**config.mk**
```make
export PLATFORM = sky130hd
export DESIGN_NAME = ps2_key_encoder
export DESIGN_NICKNAME = d
export VERILOG_FILES = /design/src/rtl/ps2_key_encoder.sv
export SDC_FILE = /design/constraint.sdc
export NUM_CORES = 1
export LEC_CHECK = 0
export ABC_AREA = 1
export CORE_MARGIN = 8
export CORE_UTILIZATION = 53
export DETAILED_ROUTE_END_ITERATION = 12
export GPL_TIMING_DRIVEN = 0
export PLACE_DENSITY = 0.75
export SYNTH_ARGS = -nofsm -noshare
export SYNTH_HDL_FRONTEND = slang
export SYNTH_SLANG_ARGS = --single-unit
```
**constraint.sdc**
```tcl
create_clock -name clk_sys -period 1.65 [get_ports clk_sys]
set_clock_uncertainty 0.2 [all_clocks]
set_input_delay 0.33 -clock clk_sys [delete_from_list [all_inputs] [get_ports clk_sys]]
set_output_delay 0.33 -clock clk_sys [all_outputs]
set_load 0.05 [all_outputs]
```
**src/rtl/ps2_key_encoder.sv**
```systemverilog
// PS/2 keyboard receiver and scancode decoder that produces the 11-bit toggle-strobe ps2_key word.
// Optional build macro PS2_TYPEMATIC_FILTER_EN suppresses repeated makes of keys already held.
module ps2_key_encoder #(
  parameter int CLK_HZ     = 12000000,
  parameter int TIMEOUT_US = 2000,
  parameter int FILT_LEN   = 8
) (
  input  logic        clk_sys,
  input  logic        reset,
  input  logic        ps2_clk_in,
  input  logic        ps2_dat_in,
  output logic [10:0] ps2_key,
  output logic        rx_err,
  output logic        pause_key
);

  localparam int TO_CYC = (CLK_HZ / 1000000) * TIMEOUT_US;
  localparam int TW     = $clog2(TO_CYC + 1);
  localparam int FW     = $clog2(FILT_LEN + 1);

  typedef enum logic [1:0] {IDLE, SHIFT, PARITY, STOP} state_t;

  logic [1:0]    clk_sync;
  logic [1:0]    dat_sync;
  logic          filt_clk;
  logic [FW-1:0] filt_cnt;
  logic          strobe;

  state_t        state;
  logic [2:0]    bitcnt;
  logic [7:0]    shreg;
  logic          par;
  logic [TW-1:0] tcnt;
  logic          ext;
  logic          brk;
  logic [2:0]    skip;
`ifdef PS2_TYPEMATIC_FILTER_EN
  logic [511:0]  pressed_tab;
`endif

  logic bit_in;
  logic frame_ok;
  logic timeout;
  logic is_junk;

  assign bit_in   = dat_sync[1];
  assign frame_ok = bit_in && (^{shreg, par});
  assign timeout  = (state != IDLE) && !strobe && (tcnt == TW'(TO_CYC - 1));
  assign is_junk  = (shreg == 8'hFA) || (shreg == 8'hAA) || (shreg == 8'hEE) ||
                    (shreg == 8'hFE) || (shreg == 8'h00) || (shreg == 8'hFF);

  // Idle-high line: synchronizers and filter start at 1 so reset never fakes a falling edge.
  always_ff @(posedge clk_sys) begin
    if (reset) begin
      clk_sync <= 2'b11;
      dat_sync <= 2'b11;
      filt_clk <= 1'b1;
      filt_cnt <= '0;
      strobe   <= 1'b0;
    end else begin
      clk_sync <= {clk_sync[0], ps2_clk_in};
      dat_sync <= {dat_sync[0], ps2_dat_in};
      strobe   <= 1'b0;
      if (clk_sync[1] == filt_clk) begin
        filt_cnt <= '0;
      end else if (filt_cnt == FW'(FILT_LEN - 1)) begin
        filt_clk <= clk_sync[1];
        filt_cnt <= '0;
        strobe   <= filt_clk;
      end else begin
        filt_cnt <= filt_cnt + 1'b1;
      end
    end
  end

  always_ff @(posedge clk_sys) begin
    if (reset) begin
      state     <= IDLE;
      bitcnt    <= '0;
      shreg     <= '0;
      par       <= 1'b0;
      tcnt      <= '0;
      ext       <= 1'b0;
      brk       <= 1'b0;
      skip      <= '0;
      ps2_key   <= 11'h000;
      rx_err    <= 1'b0;
      pause_key <= 1'b0;
`ifdef PS2_TYPEMATIC_FILTER_EN
      pressed_tab <= '0;
`endif
    end else begin
      rx_err    <= 1'b0;
      pause_key <= 1'b0;
      if (strobe || state == IDLE) tcnt <= '0;
      else                         tcnt <= tcnt + 1'b1;

      if (timeout) begin
        state  <= IDLE;
        rx_err <= 1'b1;
        ext    <= 1'b0;
        brk    <= 1'b0;
      end else if (strobe) begin
        case (state)
          IDLE: begin
            if (!bit_in) begin
              state  <= SHIFT;
              bitcnt <= '0;
            end
          end
          SHIFT: begin
            shreg  <= {bit_in, shreg[7:1]};
            bitcnt <= bitcnt + 1'b1;
            if (bitcnt == 3'd7) state <= PARITY;
          end
          PARITY: begin
            par   <= bit_in;
            state <= STOP;
          end
          STOP: begin
            state <= IDLE;
            if (!frame_ok) begin
              rx_err <= 1'b1;
              ext    <= 1'b0;
              brk    <= 1'b0;
              skip   <= '0;
            end else if (skip != 3'd0) begin
              // Remaining Pause bytes are swallowed without interpretation.
              skip <= skip - 1'b1;
              if (skip == 3'd1) pause_key <= 1'b1;
            end else if (shreg == 8'hE1) begin
              skip <= 3'd7;
            end else if (shreg == 8'hE0) begin
              ext <= 1'b1;
            end else if (shreg == 8'hF0) begin
              brk <= 1'b1;
            end else if (!(is_junk && !ext && !brk)) begin
              ext <= 1'b0;
              brk <= 1'b0;
`ifdef PS2_TYPEMATIC_FILTER_EN
              pressed_tab[{ext, shreg}] <= !brk;
              if (brk || !pressed_tab[{ext, shreg}])
                ps2_key <= {~ps2_key[10], ~brk, ext, shreg};
`else
              ps2_key <= {~ps2_key[10], ~brk, ext, shreg};
`endif
            end
          end
          default: state <= IDLE;
        endcase
      end
    end
  end

endmodule

```
# Word-level counts from Yosys, hierarchy flattened
# Index checks and enable logic that the tools add are counted.
# W data, S select, Z words.
# op_classes
add_sub_neg	4
n_eq_ne	25
mux	24
bitwise	13
n_reduce_logical	34
# ops
operator	count
$eq A8 B8 Y1 const B	8
$mux W1	16
$add A15 B1 Y15 const B	1
$eq A15 B15 Y1 const B	1
$not A1 Y1	13
$mux W3	4
$reduce_and A6 Y1	2
$ne A2 B2 Y1 const B	5
$ne A3 B3 Y1 const B	3
$reduce_and A3 Y1	3
$reduce_and A9 Y1	1
$reduce_xor A9 Y1	1
$logic_not A8 Y1	1
$pmux W2 S4	1
$reduce_and A4 Y1	2
$logic_or A1 B1 Y1	6
$pmux W3 S2	1
$reduce_or A3 Y1	2
$reduce_or A6 Y1	1
$logic_and A1 B1 Y1	5
$add A4 B1 Y4 const B	1
$eq A2 B2 Y1 const B	2
$eq A4 B3 Y1 const B	1
$mux W2	2
other kinds (13)	17
# totals
ff_bits	57
inputBits	4
out_inout_bits	13
wordCells	116

# Longest topological paths before layout
# logic_depth
word_depth	14
depth_mapped	15
depth_no_buf	14

# Least setup slack after synthesis
# No wires, ideal clock.
# synth_path
path_kind	register to register
from	reg tcnt[0]
to	reg tcnt[14]
setup_ns	0.115
arrival_time_ns	1.513
required_ns	1.335
path_slack_ns	-0.177
path_stages_with_launch	14
path_buffers	0
period_less_slack_ns	1.827
cell_sequence	dfxtp_1 -> ha_1 -> nand2_1 -> inv_1 -> nand2_1 -> nor2_1 -> nand2_1 -> nor2_1 -> inv_1 -> nor3_2 -> inv_1 -> nor2_1 -> a21oi_1 -> o21a_1
# synth_via
elab_chain_cells	1
# synth_rtl
item	line	text
from (decl)	33	logic [TW-1:0] tcnt;
from (signal assigned)	96	else tcnt <= tcnt + 1'b1;
$add A15 B1 Y15	96	
# Every way passes these cells.
# A chain may end at the register's enable or synchronous reset.

# Final worst setup path
# Ends and elaborated chain as after synthesis.

==> qor.yml <==
status:
  outcome: "finished, violations left"
  violations: "negative setup slack"
place:
  gp_congestion: 0.8543
  portBuffers: 15
  dpl.hpwl_um: 3812
  post_dp_cell_area_sq_um: 2988
run:
  maxCapViolations: 0
synthesis:
  synth_common_cells: "nand2_1, dfxtp_1, inv_1"
  syn_nets: 399
  ys_top_cells_by_area: "dfxtp_1, nand2_1, inv_1, nor2_1, a21oi_1"
  netlist.area_leader.share: 0.4199
  ys_types: 32
  syn_inst: 384
  synth_warnings: 0
  async_flop_share: 0
  ys.flop_type: "dfxtp_1"
  yosysTopAreaCell: "dfxtp_1"
  synth-edff-count: 0
  ys_seq_area_frac: 0.4199
  syn-cell-area_sq_um: 2718
  syn-mean-instance-area_sq_um: 7.077
  ys_ff_latch: 57
  yosysMostFrequentCell: "nand2_1"
critical_path:
  cp_max_fo: 4
  critPathMaxStageDelay_ns: 0.37
  reg2regPathDepth: 13
  critical_path.slowest_cell: "dfxtp_4"
  path_buf_inv: 4
  crit_chain: "ha_4 > nand2_2 > inv_2 > nand2_4 > nor2_4 > nand2_2 > nor2_2 > inv_2 > nor3_4 > inv_1 > nor2_2 > buf_4 > o21a_1"
  r2r-end: "tcnt[14]"
  critPathLaunch: "tcnt[0]"
  crit_arrival_ns: 2.06
  rr_startpoint: "tcnt[0]"
  worstSetupPathType: "flop to flop"
  crit_path_end: "tcnt[14]"
  crit_family: "simple AND/OR/NAND/NOR gates"
  cp.depth: 13
  reg2reg_slack_ns: -0.32
  crit_path_end_kind: "flop"
  critPathLaunchType: "flop"
  required_ns: 1.74
sta:
  finalSetupViolCount: 29
  relSlewSlack: 0.7334
  post-route-period-util: 1.195
  fmax_mhz: 507.3
  worst_slew_pin_slew_ns: 0.3957
  min_period_ns: 1.971
  setup_ws_ns: -0.3212
  finalHoldViolCount: 0
  slew_violations: 0
  rsz0062_at_grt: "true"
grt:
  grt_overflow_total: 0
  gr-usage-all-layers: 0.1653
  grt_pass1_wl_um: 9915
  grtUsageMet2: 0.2713
  grt.busiest_layer: "met2"
  grt_max_degree: 16
  use_met1: 0.1952
  met3_usage: 0.03189
  first_global_vias: 2291
  antenna_found_initial: 0
power:
  p_leak_nw: 1.609
  irDropWorstVdd_mv: 0.6374
  power_density_nw_per_um2: 673.3
  finalPower_mw: 2.488
die:
  initial_core_util: 0.5390
  io_pins: 17
  rows: 26
  dieArea_sq_um: 7675
  coreArea_sq_um: 5042
  die_y_um: 87.61
  die-width_um: 87.61
clock_network:
  h-tree-depth: 3
  cts_root_buffer: "clkbuf_8"
  cts_buffers: 9
  clk_latency_ns: 0.34
  cts_buffer_depth: 2
  clk_pin_slew_ns: 0.06
  ctsHoldBuffers: 0
  clock_sinks: 57
  cts_tree: "built"
drt:
  finalWirelength_um: 6505
  routedWlPerCell_um: 12.61
  vias: 2567
  drtIter0Drc: 218
  antenna_left: 0
  via_per_inst: 4.975
  drc: 0
  drt_pass1_iterations: 4
layout:
  insertedDiodeCount: 0
  syn_to_final_growth_pct: 36.00
  final_cell_area_sq_um: 3696
  layout-drive-gt1-share: 0.3812
  nNetsFinal: 456
hold_path:
  hp-class: "primary input to flop"
-- state kept, by name, indices dropped and copies added (netlist names) --
name and flops:
filt_cnt 4, shreg 8, filt_clk 1, brk 1
rx_err 1, bitcnt 3, dat_sync 2, par 1
clk_sync 2, ps2_key 11, tcnt 15, skip 3
pause_key 1, state 2, strobe 1, ext 1
-- worst min path at each step --
stage,start,endpoint,slack [ns],cells past startpoint
after global routing,clk_sync[0],clk_sync[1],0.23,1
after detailed placement,dat_sync[0],dat_sync[1],0.20,1
after CTS,reset,bitcnt[2],0.16,2
final,reset,bitcnt[2],0.16,2
after global placement,clk_sync[0],clk_sync[1],0.19,1
after floorplan,clk_sync[0],clk_sync[1],0.19,1
-- routing by layer --
layer / vias to the layer above / wire [um]
met5: - / 0
met2: 45 / 3173
met3: 18 / 231
li1: 1329 / -
met4: 0 / 228
met1: 1175 / 2872
-- report_power, final --
group          internal, mW  total, mW  switching, mW
Clock                 0.535       1.08          0.542
Combinational        0.0148     0.0404         0.0256
Sequential             1.37       1.37        0.00380
-- placed cells by master (no fill, tap or decap), types with 10 or more instances in the layout --
cell and count:
a21oi_1 27, buf_4 26, clkdlybuf4s15_2 13, dfxtp_1 42
inv_1 51, inv_2 10, nand2_1 52, nand2_2 28
nand3_1 14, nor2_1 34, nor2_2 14, o21ai_0 16
-- worst register-to-register path, delay by kind of cell (launching register included) --
family / cells / cell delay (ns)
adder cells (fa/ha/maj): 1 / 0.13
flip-flops: 1 / 0.37
AND/OR/NAND/NOR: 7 / 0.79
buffers and inverters: 4 / 0.34
AO/OA/AOI/OAI: 1 / 0.10
-- logic make-up (layout without fill, tap and decap cells) --
kind of cell | after synthesis | in the layout | share of synthesized area
AOI/OAI and AO/OA | 58 | 58 | 0.1119
buffers and inverters | 71 | 133 | 0.1059
DFF | 57 | 57 | 0.4199
and+or+nand+nor | 184 | 184 | 0.3020
xor gates and xnor gates | 3 | 3 | 0.009670
adders and majority gates | 11 | 11 | 0.05064
-- layout make-up --
type / instances / area (sq um)
Buffer: 6 / 47.55
Clock buffer: 12 / 135.1
Clock inverter: 4 / 20.02
Fill cell: 360 / 1346
Inverter: 64 / 247.7
Multi-Input combinational cell: 256 / 1555
Sequential cell: 57 / 1180
Tap cell: 70 / 87.58
Timing Repair Buffer: 47 / 422.9
-- timing repair --
action                     CTS  global route
cloned                       1             2
setup endpoints to repair   45            40
gates resized for setup     84            62
setup buffers               21            10
pin swaps                    6            25
-- through the flow --
| step | instances | hold WS [ns] | TNS [ns] | worst slack [ns] | util |
|---|---|---|---|---|---|
| final | 516 | 0.1612 | -4.495 | -0.3212 | 0.7330 |
| after global routing | 516 | 0.2300 | -7.850 | -0.4395 | 0.7330 |
| after CTS | 505 | 0.1616 | -2.695 | -0.1679 | 0.6789 |
| after detailed placement | 469 | 0.2029 | -5.135 | -0.3205 | 0.5926 |
| after global placement | 469 | 0.1920 | -4.578 | -0.2903 | 0.5926 |
| after floorplan | 384 | 0.1895 | -0.6698 | -0.1264 | - |
Note: power is estimated with default switching activity, not from simulation.
